File: config.mk
export PLATFORM = sky130hd
export DESIGN_NAME = sine_gen_mc
export DESIGN_NICKNAME = d
export VERILOG_FILES = /design/src/rtl/sine_gen_pkg.sv /design/src/rtl/sine_mac.sv /design/src/rtl/sine_gen_mc.sv
export SDC_FILE = /design/constraint.sdc
export NUM_CORES = 2
export LEC_CHECK = 0
export ABC_CLOCK_PERIOD_IN_PS = 11920
export BUFFER_PORTS_ARGS = -buffer_cell sky130_fd_sc_hd__buf_2
export CAP_MARGIN = 40
export CORE_MARGIN = 2
export CORE_UTILIZATION = 45
export CTS_CLUSTER_DIAMETER = 50
export DETAILED_ROUTE_END_ITERATION = 8
export PLACE_DENSITY = 0.7
export SYNTH_ARGS = -nofsm -noshare
export SYNTH_HDL_FRONTEND = slang
export SYNTH_SLANG_ARGS = --single-unit
File: constraint.sdc
create_clock -name clk -period 11.92 [get_ports clk]
set_clock_uncertainty 0.05 [all_clocks]
set_input_delay 0.596 -clock clk [delete_from_list [all_inputs] [get_ports clk]]
set_output_delay 0.596 -clock clk [all_outputs]
set_load 0.005 [all_outputs]
File: src/rtl/sine_gen_pkg.sv
// Purpose : shared types and arithmetic helpers for the multi-channel sine oscillator.
// Latency : n/a (types, constants and a combinational function only).
// Backpressure: n/a.
package sine_gen_pkg;

  // Default sample/coefficient word length.
  localparam int WL_DEF = 16;
  // Rounding constant at the default word length (half an LSB after the Q1.(WL-1) rescale).
  localparam int RND = 1 << (WL_DEF - 2);

  // Sequencer phases: one multiply per phase, four phases per sample.
  typedef enum logic [1:0] {P0, P1, P2, P3} phase_e;

  // Multiplier-accumulator operation select.
  typedef enum logic [1:0] {MAC_LOAD, MAC_SUB, MAC_ADD} mac_op_e;

  // Clamp a sign-extended value to the signed range of a wl-bit word.
  function automatic logic signed [63:0] sat_wl(input logic signed [63:0] a, input int wl);
    logic signed [63:0] hi;
    logic signed [63:0] lo;
    hi = (64'sd1 <<< (wl - 1)) - 64'sd1;
    lo = -(64'sd1 <<< (wl - 1));
    if (a > hi) return hi;
    if (a < lo) return lo;
    return a;
  endfunction

endpackage

File: src/rtl/sine_mac.sv
// Purpose : shared signed WLxWL multiplier with a registered accumulator and a
//           combinational round/saturate result (acc -/+ a*b).
// Latency : MAC_LOAD registers a*b on the next edge; o_res is combinational.
// Backpressure: none; i_en freezes the accumulator.
// Ports   : clk, reset_b (async active-low); i_en, i_op, i_a, i_b in; o_res out.
module sine_mac
  import sine_gen_pkg::*;
#(
  parameter int WL = WL_DEF
) (
  input  logic                 clk,
  input  logic                 reset_b,
  input  logic                 i_en,
  input  mac_op_e              i_op,
  input  logic signed [WL-1:0] i_a,
  input  logic signed [WL-1:0] i_b,
  output logic signed [WL-1:0] o_res
);

  localparam int AW = 2 * WL + 1;
  localparam logic signed [AW-1:0] C_RND = AW'(1) <<< (WL - 2);

  logic signed [AW-1:0]   r_acc;
  logic signed [2*WL-1:0] w_prod;
  logic signed [AW-1:0]   w_prod_x;
  logic signed [AW-1:0]   w_sum;
  logic signed [AW-1:0]   w_rnd;

  assign w_prod   = (2*WL)'(i_a) * (2*WL)'(i_b);
  assign w_prod_x = {w_prod[2*WL-1], w_prod};
  assign w_sum    = (i_op == MAC_SUB) ? (r_acc - w_prod_x) : (r_acc + w_prod_x);
  // Round half up, then drop the Q1.(WL-1) fractional scale.
  assign w_rnd    = (w_sum + C_RND) >>> (WL - 1);
  assign o_res    = WL'(sat_wl(64'(w_rnd), WL));

  always_ff @(posedge clk or negedge reset_b) begin
    if (!reset_b) begin
      r_acc <= '0;
    end else if (i_en && (i_op == MAC_LOAD)) begin
      r_acc <= w_prod_x;
    end
  end

endmodule

File: src/rtl/sine_gen_mc.sv
// Purpose : NCH recursive phasor-rotation sine oscillators sharing one multiplier,
//           served round-robin; per-channel cos/sin/amplitude load port.
// Latency : one sample every 4 cycles (each channel every 4*NCH); sine_valid one
//           cycle after the P3 edge. Backpressure: none, consumers take every strobe.
// Ports   : clk, reset_b; en, load, load_ch, load_cos, load_sin, load_amp in;
//           sine_valid, sine_ch, sine, sine_all (latest y per channel) out.
module sine_gen_mc
  import sine_gen_pkg::*;
#(
  parameter int WL    = WL_DEF,
  parameter int NCH   = 4,
  parameter int CH_WL = (NCH > 1) ? $clog2(NCH) : 1
) (
  input  logic              clk,
  input  logic              reset_b,
  input  logic              en,
  input  logic              load,
  input  logic [CH_WL-1:0]  load_ch,
  input  logic [WL-1:0]     load_cos,
  input  logic [WL-1:0]     load_sin,
  input  logic [WL-1:0]     load_amp,
  output logic              sine_valid,
  output logic [CH_WL-1:0]  sine_ch,
  output logic [WL-1:0]     sine,
  output logic [NCH*WL-1:0] sine_all
);

  logic signed [WL-1:0] r_x   [NCH];
  logic signed [WL-1:0] r_y   [NCH];
  logic signed [WL-1:0] r_cos [NCH];
  logic signed [WL-1:0] r_sin [NCH];
  logic signed [WL-1:0] r_xt;

  phase_e               r_phase;
  phase_e               w_phase_nxt;
  logic [CH_WL-1:0]     r_ch;
  logic [CH_WL-1:0]     w_ch_nxt;
  logic                 r_kill;

  logic                 r_sine_valid;
  logic [CH_WL-1:0]     r_sine_ch;
  logic [WL-1:0]        r_sine;
  logic [NCH*WL-1:0]    r_sine_all;

  mac_op_e              w_op;
  logic signed [WL-1:0] w_a;
  logic signed [WL-1:0] w_b;
  logic signed [WL-1:0] w_mac;
  logic                 w_hit;
  logic                 w_adv_p3;
  logic                 w_wb;

  sine_mac #(.WL(WL)) u_mac (
    .clk     (clk),
    .reset_b (reset_b),
    .i_en    (en),
    .i_op    (w_op),
    .i_a     (w_a),
    .i_b     (w_b),
    .o_res   (w_mac)
  );

  // r_ch is always < NCH, so an out-of-range load_ch never hits.
  assign w_hit    = load && (load_ch == r_ch);
  assign w_adv_p3 = en && (r_phase == P3);
  // A load into the channel mid-computation invalidates this slot's result.
  assign w_wb     = w_adv_p3 && !r_kill && !w_hit;

  always_ff @(posedge clk or negedge reset_b) begin
    if (!reset_b) begin
      r_phase <= P0;
      r_ch    <= '0;
    end else begin
      r_phase <= w_phase_nxt;
      r_ch    <= w_ch_nxt;
    end
  end

  always_comb begin
    w_phase_nxt = r_phase;
    w_ch_nxt    = r_ch;
    w_op        = MAC_LOAD;
    w_a         = r_x[r_ch];
    w_b         = r_cos[r_ch];
    case (r_phase)
      P0: begin
        if (en) w_phase_nxt = P1;
      end
      P1: begin
        w_op = MAC_SUB;
        w_a  = r_y[r_ch];
        w_b  = r_sin[r_ch];
        if (en) w_phase_nxt = P2;
      end
      P2: begin
        w_a = r_y[r_ch];
        if (en) w_phase_nxt = P3;
      end
      default: begin
        w_op = MAC_ADD;
        w_b  = r_sin[r_ch];
        if (en) begin
          w_phase_nxt = P0;
          w_ch_nxt    = (r_ch == CH_WL'(NCH - 1)) ? '0 : r_ch + CH_WL'(1);
        end
      end
    endcase
  end

  always_ff @(posedge clk or negedge reset_b) begin
    if (!reset_b) begin
      for (int k = 0; k < NCH; k++) begin
        r_x[k]   <= '0;
        r_y[k]   <= '0;
        r_cos[k] <= '0;
        r_sin[k] <= '0;
      end
      r_xt         <= '0;
      r_kill       <= 1'b0;
      r_sine_valid <= 1'b0;
      r_sine_ch    <= '0;
      r_sine       <= '0;
      r_sine_all   <= '0;
    end else begin
      if (en && (r_phase == P1)) r_xt <= w_mac;
      r_sine_valid <= w_wb;
      if (w_wb) begin
        r_sine    <= w_mac;
        r_sine_ch <= r_ch;
      end
      // Remember a load that lands in P1/P2 (or P3 while stalled) until the slot ends.
      if (w_adv_p3) r_kill <= 1'b0;
      else if (w_hit && (r_phase != P0)) r_kill <= 1'b1;
      for (int k = 0; k < NCH; k++) begin
        if (w_wb && (r_ch == CH_WL'(k))) begin
          r_x[k]                  <= r_xt;
          r_y[k]                  <= w_mac;
          r_sine_all[k*WL +: WL]  <= w_mac;
        end
        // Load after write-back so it wins on any overlap.
        if (load && (load_ch == CH_WL'(k))) begin
          r_cos[k] <= load_cos;
          r_sin[k] <= load_sin;
          r_x[k]   <= load_amp;
          r_y[k]   <= '0;
        end
      end
    end
  end

  assign sine_valid = r_sine_valid;
  assign sine_ch    = r_sine_ch;
  assign sine       = r_sine;
  assign sine_all   = r_sine_all;

endmodule

==> run metrics <==
dpl ws -25.2 ps; Post-Synth Simple-Gate Area 0.174; Core Area about 67000 µm²; largest family of logic cells by synthesized area adder cells; dpl hpwl 68900 µm; vias in the first global route 25500; core utilization of the finished layout 0.530; placed instance area around 33000 µm²; DR WL/cell 20.9 µm; critical path capture point type flip-flop; Worst Path Class, Setup reg -> reg; Initial Utilization 0.453; cts bufs inserted 50; final hold slack 161 ps; final hold vios 0; Area Overhead vs Synth 17.0%; Max Slew Vio Count 0; post-layout net count between 4000 and 5000; mux contribution to synthesized area 0.0704; Worst slew margin 0.299; Synth Instances 3385; largest net degree at the start of global routing roughly 180; initial antenna violation count 5; DR iter-0 viols roughly 2400; fin area 35500 µm²; CTS Sinks slightly below 400; IO Pins 137; chip width between 200 and 300 µm; Final period util 0.973; Worst Slack Setup Final between 300 and 400 ps; Longest Clk Path Bufs 3; Compound-Gate Fraction of Synth Area 0.116; Fillers between 6000 and 7000; max cap viols 0; root buffer cell clkbuf_16; HP Class in -> reg; post-route ant nets 0; Synth cell types between 70 and 80; Async SR Flop Fraction 1.00; FMAX ~0.086 GHz; post-synth net total 3824; RePlAce Congestion approximately 1.0; Synth Flop Type dfrtp_1; die area a little under 70000 µm²; CTS H-tree lvls 2; total gr overflow 0; CP Max Fanout 22; status completed; drt drc 0; CTS tree built; Core Rows 95; register area 9810 µm²; FF+latch count, synth 392; xor and xnor area share after synthesis 0.0274; crit path launch type flip-flop; clock-pin transition on the worst setup and hold timing paths roughly 60 ps; post-DR vias/cell slightly below 6; WP buf/inv 10; sequential-to-total area share from yosys stat 0.323; Period minus WS final between 10000 and 15000 ps; WP data required around 12000 ps; crit-path leading delay family adder cells; WL final 94500 µm; Post-Syn Area 30400 µm²; die height about 260 µm; Slew @ Worst Pin ~1100 ps; area occupied by multi-input gates ~19000 µm²; WP data arrival 12030 ps; Slowest-stage cell, CP or4_4; Post-Syn Area per Cell ~9.0 µm²; warnings from Yosys 0; Global Route Usage Sum 0.266; setup violators final 0; most used cell along the critical path fa_1; worst-skew pair later-pin latency between 600 and 700 ps; Post-Synth Adder-Cell Area 0.223; share of cells above drive strength 1 0.168; most common cell after layout, fill and taps aside nand2_1; Pre-antenna DRT Iters 6; IO Port Bufs 136; max incr delay on CP 600 ps; EDFF count, synth 0; most frequent cells in the layout nand2_1 (754), dfrtp_1 (390), inv_1 (353); first-pass GRT wire length roughly 150000 µm; via count around 26000
[cells by family (layout without fill, tap and decap cells)]
logic type      after synthesis  after routing
flops                       392            392
buf+inv                     525            787
simple gates               1285           1285
xor+xnor                     93             93
mux                         129            129
compound gates              576            576
other cells                   0              3
fa+ha+maj                   385            385
[routing by layer]
layer / part of all wire / vias to the layer above / GRT usage / routed length [µm]
li1: - / 11600 / - / -
met1: 0.40 / 13100 / 0.363 / 38000
met2: 0.46 / 1230 / 0.410 / 43600
met3: 0.097 / 205 / 0.0685 / 9160
met4: 0.040 / 4 / 0.102 / 3750
met5: 0.00015 / - / 0 / 14
[timing repair]
item / CTS / global route
pin swaps: 0 / 7
hold endpoints to repair: 59 / 0
endpoints found under the setup margin: 23 / 159
resized for setup: 3 / 59
gates cloned: 0 / 5
hold buffers: 1 / 0
setup buffers: 0 / 26
[synth_stat cells (all sizes together), types with 40 or more instances]
master	instances	share of area
a21oi	212	0.035
a31oi	82	0.017
clkbuf	149	0.018
dfrtp	392	0.32
fa	262	0.17
ha	123	0.051
inv	353	0.044
mux4	64	0.047
nand2	755	0.093
nor2	331	0.041
o21ai	119	0.020
xnor2	53	0.016
xor2	40	0.012
[state kept, by name (all words and copies together), names as in the netlist]
| register | cells |
|---|---|
| sine_ch | 2 |
| sine | 16 |
| sine_valid | 1 |
| r_xt | 16 |
| sine_all | 64 |
| r_x | 64 |
| r_sin | 64 |
| r_kill | 1 |
| r_y | 64 |
| r_phase | 2 |
| r_ch | 2 |
| u_mac.r_acc | 32 |
| r_cos | 64 |
[cell type report]
| type | count | area share |
|---|---|---|
| flip-flops and latches | 392 | 0.276 |
| well taps | 873 | 0.0307 |
| clock inverters | 28 | 0.00989 |
| clock buffers | 65 | 0.0382 |
| inverters | 354 | 0.0374 |
| multi-input cells | 2468 | 0.534 |
| repair buffers | 340 | 0.0738 |
| diodes | 3 | 0.000211 |
[through the flow]
stage	TNS [ps]	cells
floorplan	0	3385
global placement	-17680	4383
detailed placement	-268	4395
CTS	0	4489
global route	-1060	4523
finish	0	4523
[final timing paths]
kind / startpoint / end / cells after the start / slack [ps]
min: load_sin[6] / r_sin[38]$_DFFE_PN0P_ / 3 / 160
max: r_ch[0]$_DFFE_PN0P_ / r_y[28]$_DFFE_PN0P_ / 43 / 320
min in group asynchronous: reset_b / u_mac.r_acc[8]$_DFFE_PN0P_ / 2 / 490
max in group asynchronous: reset_b / r_sin[16]$_DFFE_PN0P_ / 5 / 9290
min reg2reg: r_cos[23]$_DFFE_PN0P_ / r_cos[23]$_DFFE_PN0P_ / 2 / 420
max reg2reg: r_ch[0]$_DFFE_PN0P_ / r_y[28]$_DFFE_PN0P_ / 43 / 320
[worst min-delay path: cells and delay by family]
family                 cells  cell delay, ps
buffers and inverters      1             110
and+or+nand+nor            2              90
Power is not shown: default switching activity piles up to over one toggle a cycle in this logic, so the estimate is an artifact.
